$ cat src/rtl/bloom_filter_pkg.sv
// bloom_filter_pkg
// Shared constants and types for the Bloom membership filter.
//   ADDR_W : width of a hash index (bit address into the filter array)
//   DEPTH  : number of bits in the filter array, 2^ADDR_W
//   hash_t : one hash index
package bloom_filter_pkg;

    localparam int ADDR_W = 8;
    localparam int DEPTH  = 1 << ADDR_W;

    typedef logic [ADDR_W-1:0] hash_t;

endpackage

$ cat src/rtl/bloom_bit_array.sv
// bloom_bit_array
// DEPTH-bit storage array for the Bloom filter. Two independent set ports
// can each set one bit per cycle. Two combinational read ports return the
// current (pre-edge) contents. A synchronous clear zeroes every bit.
//
// Ports:
//   clock      in   rising-edge clock
//   reset      in   synchronous, active-high clear of the whole array
//   set_a      in   set bits[set_a_idx] at the clock edge
//   set_a_idx  in   index for set port A
//   set_b      in   set bits[set_b_idx] at the clock edge
//   set_b_idx  in   index for set port B
//   rd_a_idx   in   index for read port A
//   rd_b_idx   in   index for read port B
//   rd_a       out  bits[rd_a_idx], combinational
//   rd_b       out  bits[rd_b_idx], combinational
module bloom_bit_array
    import bloom_filter_pkg::*;
(
    input  logic  clock,
    input  logic  reset,
    input  logic  set_a,
    input  hash_t set_a_idx,
    input  logic  set_b,
    input  hash_t set_b_idx,
    input  hash_t rd_a_idx,
    input  hash_t rd_b_idx,
    output logic  rd_a,
    output logic  rd_b
);

    logic [DEPTH-1:0] bits;

    // Equal indices on both ports simply set the same bit twice.
    always_ff @(posedge clock) begin
        if (reset) begin
            bits <= '0;
        end else begin
            if (set_a) begin
                bits[set_a_idx] <= 1'b1;
            end
            if (set_b) begin
                bits[set_b_idx] <= 1'b1;
            end
        end
    end

    assign rd_a = bits[rd_a_idx];
    assign rd_b = bits[rd_b_idx];

endmodule

$ cat src/rtl/bloom_filter_rtl.sv
// bloom_filter_rtl
// Single-clock Bloom membership filter. An insert sets the two bits named
// by hash1/hash2; a query reports, one cycle later, whether both bits were
// already set. Queries see the array as it was before the same edge's
// insert (read-before-write). word_detected is a one-cycle pulse per query.
//
// Optional feature macro: BLOOM_FILL_COUNT_EN
//   When defined, the fill_count port exists and tracks the number of set
//   bits in the array. When undefined, the port and counter are absent.
//
// Ports:
//   clock          in   rising-edge clock
//   reset          in   synchronous, active-high reset
//   enable         in   global qualifier for write and check
//   write          in   insert request (sets bits hash1 and hash2)
//   check          in   query request (tests bits hash1 and hash2)
//   hash1          in   first bit index
//   hash2          in   second bit index
//   word_detected  out  registered query result, valid the cycle after check
//   fill_count     out  number of set bits (BLOOM_FILL_COUNT_EN only)
module bloom_filter_rtl
    import bloom_filter_pkg::*;
(
    input  logic              clock,
    input  logic              reset,
    input  logic              enable,
    input  logic              write,
    input  logic              check,
    input  hash_t             hash1,
    input  hash_t             hash2,
`ifdef BLOOM_FILL_COUNT_EN
    output logic              word_detected,
    output logic [ADDR_W:0]   fill_count
`else
    output logic              word_detected
`endif
);

    logic  wr_en;
    logic  chk_en;
    logic  rd_a;
    logic  rd_b;
    logic  detected_p1;

    assign wr_en  = enable & write;
    assign chk_en = enable & check;

    // Read ports always look at the current hash pair; they serve both the
    // query and the "was this bit already set" test for the fill counter.
    bloom_bit_array u_bit_array (
        .clock     (clock),
        .reset     (reset),
        .set_a     (wr_en),
        .set_a_idx (hash1),
        .set_b     (wr_en),
        .set_b_idx (hash2),
        .rd_a_idx  (hash1),
        .rd_b_idx  (hash2),
        .rd_a      (rd_a),
        .rd_b      (rd_b)
    );

    // ---- stage p1: registered query result ----
    // Any cycle without an enabled query drives 0, so the output pulses.
    always_ff @(posedge clock) begin
        if (reset) begin
            detected_p1 <= 1'b0;
        end else begin
            detected_p1 <= chk_en & rd_a & rd_b;
        end
    end

    assign word_detected = detected_p1;

`ifdef BLOOM_FILL_COUNT_EN
    // Number of distinct bits that an insert of (hash1, hash2) turns 0->1.
    // A repeated index only counts once.
    function automatic logic [1:0] new_bit_count(input logic a_set,
                                                 input logic b_set,
                                                 input logic same_idx);
        logic [1:0] n;
        n = {1'b0, ~a_set};
        if (!same_idx && !b_set) begin
            n = n + 2'd1;
        end
        return n;
    endfunction

    logic [1:0] new_bits;

    assign new_bits = new_bit_count(rd_a, rd_b, hash1 == hash2);

    // At most DEPTH bits can ever be set, so ADDR_W+1 bits never wrap.
    always_ff @(posedge clock) begin
        if (reset) begin
            fill_count <= '0;
        end else if (wr_en) begin
            fill_count <= fill_count + (ADDR_W+1)'(new_bits);
        end
    end
`endif

endmodule

$ cat config.mk
export PLATFORM = sky130hd
export DESIGN_NAME = bloom_filter_rtl
export DESIGN_NICKNAME = d
export VERILOG_FILES = /design/src/rtl/bloom_filter_pkg.sv /design/src/rtl/bloom_bit_array.sv /design/src/rtl/bloom_filter_rtl.sv
export SDC_FILE = /design/constraint.sdc
export NUM_CORES = 1
export LEC_CHECK = 0
export BUFFER_PORTS_ARGS = -buffer_cell sky130_fd_sc_hd__buf_4
export CAP_MARGIN = 0
export CORE_ASPECT_RATIO = 1.1
export CORE_MARGIN = 3
export CORE_UTILIZATION = 53
export DETAILED_ROUTE_END_ITERATION = 6
export PLACE_DENSITY_LB_ADDON = 0.25
export RECOVER_POWER = 100
export REMOVE_ABC_BUFFERS = 1
export SLEW_MARGIN = 20
export SYNTH_ARGS = -nofsm -noshare
export SYNTH_HDL_FRONTEND = slang
export SYNTH_HIERARCHICAL = 1
export SYNTH_SLANG_ARGS = --single-unit
$ cat constraint.sdc
create_clock -name clock -period 2.9 [get_ports clock]
set_input_delay 0.145 -clock clock [delete_from_list [all_inputs] [get_ports clock]]
set_output_delay 0.145 -clock clock [all_outputs]
set_load 0.01 [all_outputs]
-- After elaboration in Yosys (flattened, before gate mapping)
Index checks and enable logic that the tools add are counted.
- bits of input ports: 21
- RAM bits: 0
- logic and storage cells: 25
- memory bits (read-only): 0
- memories: 0
- bits in latches: 0
- flip-flop bits (word level): 257
- add/subtract/negate cells: 0
- shift-type cells: 0
- multiply operators: 0
- bitwise operators: 6
- magnitude comparators: 4
- div/mod/pow operators: 0
- multiplexer cells: 11
- equal/unequal tests: 0
- reduce and logical (&&, ||, !) cells: 2
- operators by type and width (cell ; number):
    $mux 256 ; 3
    $or 256x256->256 ; 2
    $lt 8x9->1 const B ; 2
    $bmux 1 s8 ; 2
    $demux 1 s8 ; 2
    $ge 8x1->1 const B ; 2
    $and 1x1->1 ; 4
    $mux 1 ; 4
    $logic_and 1x1->1 ; 2

-- Logic depth before layout (Yosys ltp)
- word-level depth: 9
- gate-level depth with buffers: 12
- gate-level depth less buffers: 8

-- Modules after synthesis
Netlist, hierarchy kept.
- by module, submodules not included (module ; area each (um2) ; instances ; cells an instance):
    bloom_bit_array ; 13565.5 ; 1 ; 1386
    bloom_filter_rtl ; 45.0 ; 1 ; 4

-- Worst setup path after synthesis
Ideal clock, no wire load.
- kind: input port to flip-flop
- start: input hash2[1]
- end: register detected_p1 (netlist: word_detected)
- setup slack: 900 ps
- stages on the path: 11
- setup time: 73 ps
- arrival: 1927 ps
- path through: buf_4 > buf_6 > nand3b_1 > buf_2 > o22ai_1 > nor3_1 > a2111oi_0 > nor3b_1 > a211oi_1 > nand3_1 > nor3b_2
- word-level cells in the longest chain between the ends: 3
- RTL lines (item ; RTL line ; RTL):
    start, declared ; bloom_filter_rtl.sv:30 ; input hash_t hash2,
    $bmux 1 s8 ; bloom_bit_array.sv:49 ; assign rd_b = bits[rd_b_idx];
    $mux 1 (not written as such) ; bloom_bit_array.sv:49 ;
    via rd_b ; bloom_filter_rtl.sv:42 ; logic rd_b;
    $and 1x1->1 ; bloom_filter_rtl.sv:69 ; detected_p1 <= chk_en & rd_a & rd_b;
    end signal, assigned ; bloom_filter_rtl.sv:69 ;
    end, declared ; bloom_filter_rtl.sv:43 ; logic detected_p1;
The timed path passes the listed nets, and every way through them passes these cells. The select of a mux whose other input is x is not followed.
A chain may end at the register's enable or synchronous reset.

-- Worst setup path in the final report
- start: register u_bit_array.bits[72]
- end: register detected_p1 (netlist: word_detected)
- word-level cells in the longest chain between the ends: 4
- RTL lines (item ; RTL line ; RTL):
    start, declared ; bloom_bit_array.sv:32 ; logic [DEPTH-1:0] bits;
    start signal, assigned ; bloom_bit_array.sv:37 ; bits <= '0;
    start signal, assigned by index ; bloom_bit_array.sv:40 ; bits[set_a_idx] <= 1'b1;
    start signal, assigned by index ; bloom_bit_array.sv:43 ; bits[set_b_idx] <= 1'b1;
    $bmux 1 s8 ; bloom_bit_array.sv:48 ; assign rd_a = bits[rd_a_idx];
    $mux 1 (not written as such) ; bloom_bit_array.sv:48 ;
    via rd_a ; bloom_filter_rtl.sv:41 ; logic rd_a;
    $and 1x1->1 (2 in a row) ; bloom_filter_rtl.sv:69 ;
The timed path passes the listed nets, and every way through them passes these cells. The select of a mux whose other input is x is not followed.

==> results by group <==
Outcome
  – Status: complete, but fails checks
  – Violations in the final reports: capacitance limit, slew limit

Worst setup path
  – R2R cell count: 9
  – Critical-path cell list: mux4_2, inv_1, a2111oi_0, o211ai_1, o311a_1, a211oi_1, nand3_1, nor3b_2, dlygate4sd3_1
  – Max FO, Critical Path: 3
  – Startpoint Class: flip-flop
  – Number of cells on the critical path: 9
  – Crit end category: flip-flop
  – Critical path's top delay family: compound AO/OA/AOI/OAI gates
  – Worst path bufs/invs: 2
  – Slowest stage delay, CP: about 0.63 ns
  – CP max stage cell: a2111oi_0
  – Critical path data required time: about 3.4 ns
  – CP arrival: 3.34 ns
  – Worst setup path class: flip-flop to flip-flop

Synth
  – Synth Register Bits: 257
  – Most common cell in the netlist: nor2_1
  – Yosys warns: 6
  – EDFF count, synth: 0
  – Yosys top cell by area: dfxtp_1
  – Most instantiated cells after synthesis: 322 x nor2_1, 257 x dfxtp_1, 256 x a221oi_1
  – Async S/R FF share, synth: 0
  – Mapped Cells: between 1,000 and 1,500
  – Most used DFF post-synth: dfxtp_1
  – Synth Cell Area: 13,600 µm²
  – Syn_area_per_cell: approximately 9.8 µm²
  – Leading cell types by total area after synthesis: dfxtp_1 38%, a221oi_1 16%, mux4_2 13%
  – Seq/Total Area, Yosys: 0.378
  – Top-area cell type share of the netlist area: 0.378
  – Netlist cell types: between 40 and 50

Clocking
  – CTS tree: built
  – Post_cts resized: 0
  – CTS Root Cell: clkbuf_16
  – Clk_lat worst skew: between 0.5 and 0.6 ns
  – CTS buffer count: 27
  – Clock tree buffer depth: 3
  – H-Tree Level Count: 1
  – Worst-path clk slew: around 0.07 ns
  – CTS Sinks: about 260

Power and ir drop
  – Clock power share: 0.452
  – Leak: about 5.3 nW
  – Peak supply drop: 0.478 mV
  – Comb pwr share: 0.088
  – Sequential share of power: 0.459
  – Internal: between 5 and 6 mW
  – PD cells: approximately 500 nW/µm²
  – Sw Pwr: around 1.9 mW
  – Net Sw Frac: 0.250

Final layout
  – Antenna Cells: 0
  – Layout cell share with drive strength beyond 1: 0.175
  – Finished Core Util: 0.614
  – Area grow syn2layout: 12.2%
  – Layout Nets: around 1,400

Global route
  – GRT Total Usage: 0.352
  – First-pass GRT wire length: roughly 76,000 µm
  – Initial antenna violation count: 0
  – Largest net degree at the start of global routing: 79
  – Total grt overflow: 0
  – Vias in the first global route: between 10,000 and 15,000

Timing
  – RSZ-0062 raised after global routing: false
  – Max-slew violation count: 9
  – Worst Skew: around 0.025 ns
  – Worst slew pin tran: a little under 2 ns
  – Min cycle time layout: between 2 and 3 ns
  – Final Setup Violations: 0
  – F_max: approximately 0.35 GHz
  – Worst slew margin: -0.304
  – Fin Setup TNS: 0 ns
  – Final worst-path cycle share: 0.984
  – Final Hold Viols: 0

Min path
  – Min-delay worst type: input port to flip-flop
  – Worst Hold Depth: 2

Floorplan
  – Rows: 60
  – Core area: around 25,000 µm²
  – # IOs: 22
  – Initial Util: 0.548
  – Die X: approximately 160 µm
  – Die Ht: approximately 170 µm
  – Die area: roughly 28,000 µm²

Run
  – Max cap viols: 1

Place
  – HPWL Detailed: roughly 33,000 µm
  – GP Congestion: 0.988
  – # port buffers: 21

Detailed routing
  – Final ANT Viol Nets: 0
  – Average routed wire per standard cell: about 29 µm
  – DRC: 0
  – Via count: ~13,000
  – Total wire length: about 51,000 µm
  – DR iter-0 viols: between 1,500 and 2,000
  – Detailed Routing Iterations Pass 1: 5
  – Vias per cell: around 7.5
stage by stage:
step           total power, mW  instance area [µm²]  setup slack, ns  instances  hold WS (ns)
2_1_floorplan             3.86                12900            0.815       1244         0.216
3_3_place_gp              4.28                14500            0.397       1712         0.426
3_5_place_dp              4.28                14500            0.376       1712         0.429
4_1_cts                   7.72                15400           0.0915       1760        0.0345
5_1_grt                   7.89                15300           0.0252       1760        0.0578
6_report                  7.72                15300           0.0457       1760        0.0289
metal layers:
layer	share of wire	up-vias	wire [µm]	GRT usage
met4	0.066	0	3370	0.209
met3	0.12	217	5860	0.0591
met1	0.38	6435	19200	0.469
met2	0.44	1033	22500	0.543
li1	-	5510	-	-
met5	0	-	0	0
power by group through the flow:
stage	combinational, mW	clock (mW)	sequential [mW]
floorplan	0.240	0	3.62
detailed placement	0.658	0	3.62
CTS	0.661	3.51	3.55
global route	0.702	3.64	3.55
finish	0.682	3.49	3.55
global placement	0.658	0	3.62
logic make-up after synthesis:
group | share of synthesized area
buf+inv | 0.0541
compound gates | 0.217
flops | 0.378
mux | 0.212
simple gates | 0.138
path summary, 6_finish.rpt:
kind | from | to | slack [ns]
setup / recovery | u_bit_array/bits[72] | word_detected | 0.05
hold / removal | reset | u_bit_array/bits[228] | 0.03
setup reg to reg | u_bit_array/bits[72] | word_detected | 0.05
hold reg to reg | u_bit_array/bits[115] | u_bit_array/bits[115] | 0.50
area by class of cell:
type / count / area [µm²]
Clock buffer: 39 / 781
Clock inverter: 7 / 93.8
Fill cell: 2094 / 9580
Inverter: 5 / 18.8
Multi-Input combinational cell: 982 / 7800
Sequential cell: 257 / 5140
Tap cell: 341 / 427
Timing Repair Buffer: 129 / 1000
cell usage in the layout, fill, tap and decap left out, types with 3 or more instances in the layout:
cell type and instances:
mux2_2 6, a2111oi_0 11, o2111ai_1 4, nor2b_1 9
nand2_1 17, o22ai_1 40, nand3_1 7, inv_1 5
clkbuf_8 6, o22a_1 8, nor3_1 14, nand2b_1 15
nand3b_1 8, buf_4 98, mux2i_1 111, a211oi_1 6
nor2_1 321, buf_12 8, o311a_1 4, or3_1 4
o21ai_0 8, nor4_1 12, nor3_2 6, dfxtp_1 257
a221oi_1 256, a22oi_1 3, clkbuf_16 27, o211ai_1 4
a22o_1 4, mux4_2 76, nor4b_1 3, clkbuf_1 25
state kept, by name (all words and copies together) (netlist names):
name,flops
word_detected,1
u_bit_array/bits,256
repair_timing:
item	4_1_cts	5_1_grt
setup buffers	0	0
hold buffers	2	0
hold endpoints to repair	1	0
Power figures use the tool's default switching activity.
